File: src/rtl/keypad_hex_scanner.sv
// keypad_hex_scanner: 4x4 hex keypad column scanner with debounce, feeding an N-bit digit shift register
module keypad_hex_scanner #(
  parameter int N        = 16,
  parameter int SCAN_DIV = 50000,
  parameter int DEBOUNCE = 4
) (
  input  logic         clock,
  input  logic         reset,
  input  logic         clear,
  input  logic [3:0]   rows,
  output logic [3:0]   cols,
  output logic [3:0]   key_code,
  output logic         key_valid,
  output logic         key_held,
  output logic [N-1:0] value
);
  localparam int SW = $clog2(SCAN_DIV);
  localparam int CW = $clog2(DEBOUNCE + 1);
  localparam logic [1:0] IDLE = 2'd0, CAND = 2'd1, PRESSED = 2'd2, REL = 2'd3;
  // entry i = row*4+col holds that key's hex code
  localparam logic [63:0] KEYMAP = {4'hD, 4'hE, 4'hF, 4'h0, 4'hC, 4'h9, 4'h8, 4'h7,
                                    4'hB, 4'h6, 4'h5, 4'h4, 4'hA, 4'h3, 4'h2, 4'h1};
  logic [3:0]    rs1_q, rs2_q;
  logic [SW-1:0] slot_q, slot_d;
  logic [1:0]    col_q, col_d, state_q, state_d;
  logic [15:0]   img_q, img_d;
  logic          done_q, done_d, valid_q, valid_d, wrap, accept, none, single;
  logic [3:0]    cand_q, cand_d, code_q, code_d, idx, k;
  logic [CW-1:0] cnt_q, cnt_d, cnt_inc;
  logic [N-1:0]  value_q, value_d;
  always_comb begin
    wrap = slot_q == SW'(SCAN_DIV - 1);
    slot_d = wrap ? '0 : slot_q + 1'b1;
    col_d = wrap ? col_q + 2'd1 : col_q;
    img_d = img_q;
    for (int r = 0; r < 4; r++)
      if (wrap) img_d[r*4 + int'(col_q)] = ~rs2_q[r];
    done_d = wrap && col_q == 2'd3;
    idx = '0;
    for (int i = 15; i >= 0; i--)
      if (img_q[i]) idx = 4'(i);
    none = img_q == '0;
    single = $countones(img_q) == 1;
    k = KEYMAP[{idx, 2'b00} +: 4];
    cnt_inc = cnt_q + 1'b1;
    state_d = state_q;
    cand_d = cand_q;
    cnt_d = cnt_q;
    accept = 1'b0;
    if (done_q)
      case (state_q)
        IDLE: if (single) begin
          cand_d = idx;
          cnt_d = CW'(1);
          accept = DEBOUNCE == 1;
          state_d = DEBOUNCE == 1 ? PRESSED : CAND;
        end
        CAND: if (single && idx == cand_q) begin
          cnt_d = cnt_inc;
          accept = cnt_inc == CW'(DEBOUNCE);
          state_d = accept ? PRESSED : CAND;
        end else if (single) begin
          cand_d = idx;
          cnt_d = CW'(1);
        end else state_d = IDLE;
        PRESSED: if (none) begin
          cnt_d = CW'(1);
          state_d = DEBOUNCE == 1 ? IDLE : REL;
        end
        default: if (none) begin
          cnt_d = cnt_inc;
          state_d = cnt_inc == CW'(DEBOUNCE) ? IDLE : REL;
        end else state_d = PRESSED;
      endcase
    code_d = accept ? k : code_q;
    valid_d = accept;
    value_d = clear ? '0 : value_q;
    value_d = accept ? (value_d << 4) | N'(k) : value_d;
  end
  always_ff @(posedge clock) begin
    if (reset) begin
      rs1_q   <= 4'hF;
      rs2_q   <= 4'hF;
      slot_q  <= '0;
      col_q   <= '0;
      img_q   <= '0;
      done_q  <= 1'b0;
      state_q <= IDLE;
      cand_q  <= '0;
      cnt_q   <= '0;
      code_q  <= '0;
      valid_q <= 1'b0;
      value_q <= '0;
    end else begin
      rs1_q   <= rows;
      rs2_q   <= rs1_q;
      slot_q  <= slot_d;
      col_q   <= col_d;
      img_q   <= img_d;
      done_q  <= done_d;
      state_q <= state_d;
      cand_q  <= cand_d;
      cnt_q   <= cnt_d;
      code_q  <= code_d;
      valid_q <= valid_d;
      value_q <= value_d;
    end
  end
  assign cols      = ~(4'b0001 << col_q);
  assign key_code  = code_q;
  assign key_valid = valid_q;
  assign key_held  = state_q[1];
  assign value     = value_q;
endmodule

File: config.mk
export PLATFORM = sky130hd
export DESIGN_NAME = keypad_hex_scanner
export DESIGN_NICKNAME = d
export VERILOG_FILES = /design/src/rtl/keypad_hex_scanner.sv
export SDC_FILE = /design/constraint.sdc
export NUM_CORES = 1
export LEC_CHECK = 0
export BUFFER_PORTS_ARGS = -buffer_cell sky130_fd_sc_hd__buf_2
export CAP_MARGIN = 20
export CORE_ASPECT_RATIO = 1.1
export CORE_MARGIN = 2
export CORE_UTILIZATION = 40
export DETAILED_ROUTE_END_ITERATION = 10
export GPL_TIMING_DRIVEN = 0
export PLACE_DENSITY = 0.69
export REMOVE_ABC_BUFFERS = 1
export SLEW_MARGIN = 15
export SYNTH_ARGS = -nofsm -noshare
export SYNTH_HDL_FRONTEND = slang
export SYNTH_SLANG_ARGS = --single-unit
File: constraint.sdc
create_clock -name clock -period 4.95 [get_ports clock]
set_clock_uncertainty 0.15 [all_clocks]
set_input_delay 0.2475 -clock clock [delete_from_list [all_inputs] [get_ports clock]]
set_output_delay 0.2475 -clock clock [all_outputs]
set_load 0.005 [all_outputs]
**Word level (Yosys, flattened, before mapping)**

Index checks and enable logic that the tools add are counted.

- Magnitude comparators: 8
- Mux-type cells: 53
- Reduce and logical (&&, ||, !) cells: 15
- Equal/unequal tests: 11
- Bitwise gates (word level): 6
- Add/sub/neg operators: 21
- Shift-type cells: 2

Operators with widths:

| operator | number |
|---|---|
| $mux W16 | 6 |
| $mux W4 | 18 |
| $bwmux W16 | 4 |
| $shiftx A64 B7 Y4 const A | 1 |
| $add A1 B1 Y2 | 8 |
| $add A16 B1 Y16 const B | 1 |
| $eq A16 B16 Y1 const B | 1 |
| $logic_not A16 Y1 | 1 |
| $or A16 B4 Y16 | 1 |
| $mux W2 | 7 |
| $add A2 B2 Y3 | 4 |
| $demux W1 S4 | 3 |
| $mux W3 | 4 |
| $add A4 B2 Y5 const A | 2 |
| $ge A5 B1 Y1 const B | 2 |
| $lt A5 B5 Y1 const B | 2 |
| $pmux W3 S3 | 1 |
| $add A3 B3 Y4 | 2 |
| $pmux W4 S2 | 1 |
| $mux W1 | 7 |
| $logic_and A1 B1 Y1 | 6 |
| $ne A2 B2 Y1 const B | 3 |
| $pmux W2 S3 | 1 |
| $reduce_and A3 Y1 | 2 |
| other kinds (23) | 28 |

- Bits in registers: 73
- Input port bits: 7
- Output and inout port bits: 26

**Longest topological paths before layout**

- Word-level depth: 22
- Depth in mapped cells: 18

**Worst setup path before layout**

OpenSTA, ideal clock, no wires.

- Path type: register -> register
- Start: reg img_q[5]
- End: reg value_q[4] (netlist: value[4])
- Path buffers: 1
- Arrival: 4.933 ns
- Setup slack: -0.205 ns
- Period minus slack after synthesis: 5.155 ns
- Cell stages (with the launch flop): 18
- Cell sequence: dfxtp_1 > inv_1 > fa_1 > inv_1 > fa_1 > fa_1 > inv_1 > fa_1 > inv_1 > ha_1 > fa_1 > nor4b_1 > nor3b_1 > nand2_1 > nor3_1 > and2_2 > buf_6 > mux2i_1

- Longest elaborated chain between the ends: 12

Ends and longest elaborated chain:

| element | RTL line | RTL |
|---|---|---|
| start, declared | 26 | `logic [15:0] img_q, img_d;` |
| start signal, assigned | 99 | `img_q <= img_d;` |
| branches (longest 7 deep; another with $add A4 B4 Y5) | n/a |  |
| $logic_and A1 B1 Y1 * | 58 | `CAND: if (single && idx == cand_q) begin` |
| $mux W1 * | 58 |  |
| $mux W1 * | n/a |  |
| $mux W1 * | 50 | `if (done_q)` |
| $mux W16 * | 78 | `value_d = accept ? (value_d << 4) \| N'(k) : value_d;` |
| end signal, assigned | 106 | `value_q <= value_d;` |
| end, declared | 30 | `logic [N-1:0] value_q, value_d;` |

Every way passes the cells marked *.
A chain may end at the register's enable or synchronous reset.

**Worst setup path after layout**

- Start: reg img_q[11]
- End: reg value_q[8] (netlist: value[8])

- Longest elaborated chain between the ends: 18

Ends and longest elaborated chain:

| element | RTL line |
|---|---|
| branches (longest 13 deep; another with $add A4 B4 Y5) | n/a |
| $logic_and A1 B1 Y1 * | 58 |
| $mux W1 * | 58 |
| $mux W1 * | n/a |
| $mux W1 * | 50 |
| $mux W16 * | 78 |

Marked as above.

==> metrics <==
outcome=finished clean; max_slew headroom=0.3834; Skew-Pair Late Insertion Delay=0.36 ns; H-tree Lvls=3; fin cells=575; power per cell area=253.0 nW/um2; routed vias=2967; start of the worst register-to-register path=img_q[11]$_SDFFE_PP0P_; starting density of the core=0.4074; worst-margin pin slew=0.9215 ns; initial antenna violation count=0; setup violators final=0; GRT Total Usage=0.1554; post-route ant nets=0; filler instances=901; Placed Area=3981 um2; CTS Sinks=73; Critical Path, Cell by Cell=fa_1 > inv_1 > fa_1 > inv_2 > fa_1 > inv_1 > fa_1 > inv_1 > ha_2 > fa_1 > nor4b_2 > nor3b_4 > nand2_2 > nor3_4 > and2_4 > mux2i_1; yosys warns=0; detailed-route wire length=7353 um; post-synthesis sequential area ratio=0.3874; max cap viols=0; Clock Tree Root=clkbuf_8; Seq cells post-synth=73; CP top delay family=adder cells; Slew Viols, Final=0; number of global-route vias before repair=2875; mean routed wirelength per cell=12.79 um; Die W=96.60 um; ys flop type=dfxtp_1; Max stage delay on crit path=0.52 ns; ys async rst share=0; cell area after layout=4375 um2; fin crit share=0.9695; CTS Buf Count=9; global-route wire length before repair=12610 um; Worst Path Buf+Inv=4; CTS tree=yes; Die Y=105.9 um; fin worst setup slack=0.1509 ns; placed cells=545; port bufs=32; n_diodes=0; CTS Buffer Depth=2; CP Max Fanout=6; most common cell after layout, fill and taps aside=dfxtp_1; Overflow after GRT=0; layout cells sized above 1=0.2140; full die area=10220 um2; Via density=5.160; core area=9259 um2; Peak VDD IR=0.1386 mV; Setup WS pre-CTS=-1.091 ns; kind of capture point of the worst setup path=flop; CP arrival=4.93 ns; DR pass1 iterations=4; crit start category=flop; row count=37; critical path launch point=img_q[11]$_SDFFE_PP0P_; post-DP HPWL=5087 um; LEAKAGE=1.790 nW; max frequency=208.4 MHz; synthesis-to-layout area growth=15.99%; final period demand of the worst path=4.799 ns; Mapped Area=3772 um2; RSZ-0062 raised after global routing=true; number of enable flip-flop cells after synthesis=0; nets=486; slowest stage cell, crit path=fa_1; Most common cell on crit path=fa_1; final hold vios=0; DRT iter0 DRCs=184; commonest cells after routing, fill and taps aside=65 x dfxtp_1, 35 x inv_1, 35 x nand2_1; CTS clock-pin slew for the worst setup and hold paths=0.08 ns; Synth cell types=54; critical path required time=5.08 ns; I/O pin cnt=33; GPL Wtd Cong=0.8311; Syn Inst Count=417; setup TNS=0 ns; Crit Path Class=reg -> reg; worst hold path startpoint=clear; DRC violations left=0; largest net degree at the start of global routing=44; syn avg cell area=9.046 um2; class of the worst hold path=in -> reg
[synthesized netlist by cell type (2+ instances only)]
cell type | count | area share
or2_2 | 10 | 0.017
xor2_1 | 11 | 0.026
nor4_2 | 4 | 0.013
nor2_1 | 34 | 0.034
and3_1 | 6 | 0.010
nor3b_1 | 2 | 0.0040
mux2i_1 | 17 | 0.045
nand4_1 | 4 | 0.0066
nor4_1 | 6 | 0.010
a31oi_1 | 3 | 0.0050
and2_1 | 4 | 0.0066
or4_1 | 2 | 0.0040
buf_6 | 2 | 0.0060
fa_1 | 10 | 0.053
a22oi_1 | 2 | 0.0040
nor4b_1 | 2 | 0.0046
o21ai_1 | 5 | 0.0066
a21oi_1 | 27 | 0.036
o311ai_0 | 2 | 0.0046
nand2_1 | 36 | 0.036
a211oi_1 | 3 | 0.0060
nand3b_1 | 3 | 0.0060
clkbuf_1 | 18 | 0.018
xnor2_1 | 7 | 0.016
a311oi_1 | 17 | 0.039
nor2b_1 | 7 | 0.012
ha_1 | 16 | 0.053
nand3_1 | 11 | 0.015
o21ai_0 | 10 | 0.013
inv_1 | 37 | 0.037
nor3_1 | 4 | 0.0053
dfxtp_1 | 73 | 0.39
[power breakdown]
group           total, W  internal, W  switching, W
Clock           0.000493     0.000253      0.000241
Sequential      0.000593     0.000590    0.00000288
Combinational  0.0000208   0.00000813     0.0000127
[metrics by stage]
stage / hold slack, ns / total power (W) / util
after floorplan: 0.1621 / 0.0006169 / -
after global placement: 0.2409 / 0.0006261 / 0.4300
after detailed placement: 0.2437 / 0.0006273 / 0.4300
after CTS: 0.2333 / 0.001120 / 0.4688
after global routing: 0.2539 / 0.001153 / 0.4726
final: 0.2386 / 0.001107 / 0.4726
[state kept, by name, summed over array words and instances, names as in the netlist]
name / count
cand_q: 4
state_q: 2
rs2_q: 4
key_code: 4
img_q: 16
key_valid: 1
slot_q: 16
rs1_q: 4
cnt_q: 3
done_q: 1
value: 16
col_q: 2
[worst register-to-register path: stages (launching register included)]
cell,delay [ns]
dfxtp_4,0.36
fa_1,0.52
inv_1,0.05
fa_1,0.49
inv_2,0.04
fa_1,0.50
inv_1,0.05
fa_1,0.48
inv_1,0.05
ha_2,0.18
fa_1,0.45
nor4b_2,0.29
nor3b_4,0.29
nand2_2,0.11
nor3_4,0.27
and2_4,0.26
mux2i_1,0.20
[worst paths after layout]
check                                 to  slack (ns)  cells after the start
setup / recovery     value[8]$_SDFF_PP0_        0.15                     16
hold / removal    value[15]$_SDFFE_PP0P_        0.24                      4
setup reg to reg     value[8]$_SDFF_PP0_        0.15                     16
hold reg to reg      rs2_q[1]$_SDFF_PP1_        0.26                      1
[area by class of cell]
class,count,area [um2],share of cell area
Multi-Input combinational cell,289,2145,0.4901
Sequential cell,73,1479,0.3380
Timing Repair Buffer,43,256.5,0.05862
Tap cell,117,146.4,0.03346
Inverter,37,138.9,0.03174
Clock buffer,10,137.6,0.03146
Clock inverter,6,72.57,0.01659
[logic make-up after synthesis]
logic type / after synthesis / share of synthesized area
AOI/OAI and AO/OA: 81 / 0.1453
xor gates and xnor gates: 18 / 0.04179
adders and majority gates: 26 / 0.1061
buffers and inverters: 58 / 0.06268
DFF: 73 / 0.3874
muxes: 19 / 0.05506
and+or+nand+nor: 142 / 0.2017
[repair_timing]
item	4_1_cts	5_1_grt
hold buffers	4	0
endpoints found under the setup margin	27	24
pin swaps	4	4
cloned	2	1
buffers inserted	5	2
resized for setup	19	8
hold endpoints to repair	4	0
[metal layers]
layer,vias up,global-route usage,share of wire
li1,1525,-,-
met1,1379,0.1932,0.46
met2,54,0.2614,0.48
met3,9,0.03645,0.038
met4,0,0.05131,0.014
met5,-,0,0
Power figures use the tool's default switching activity.
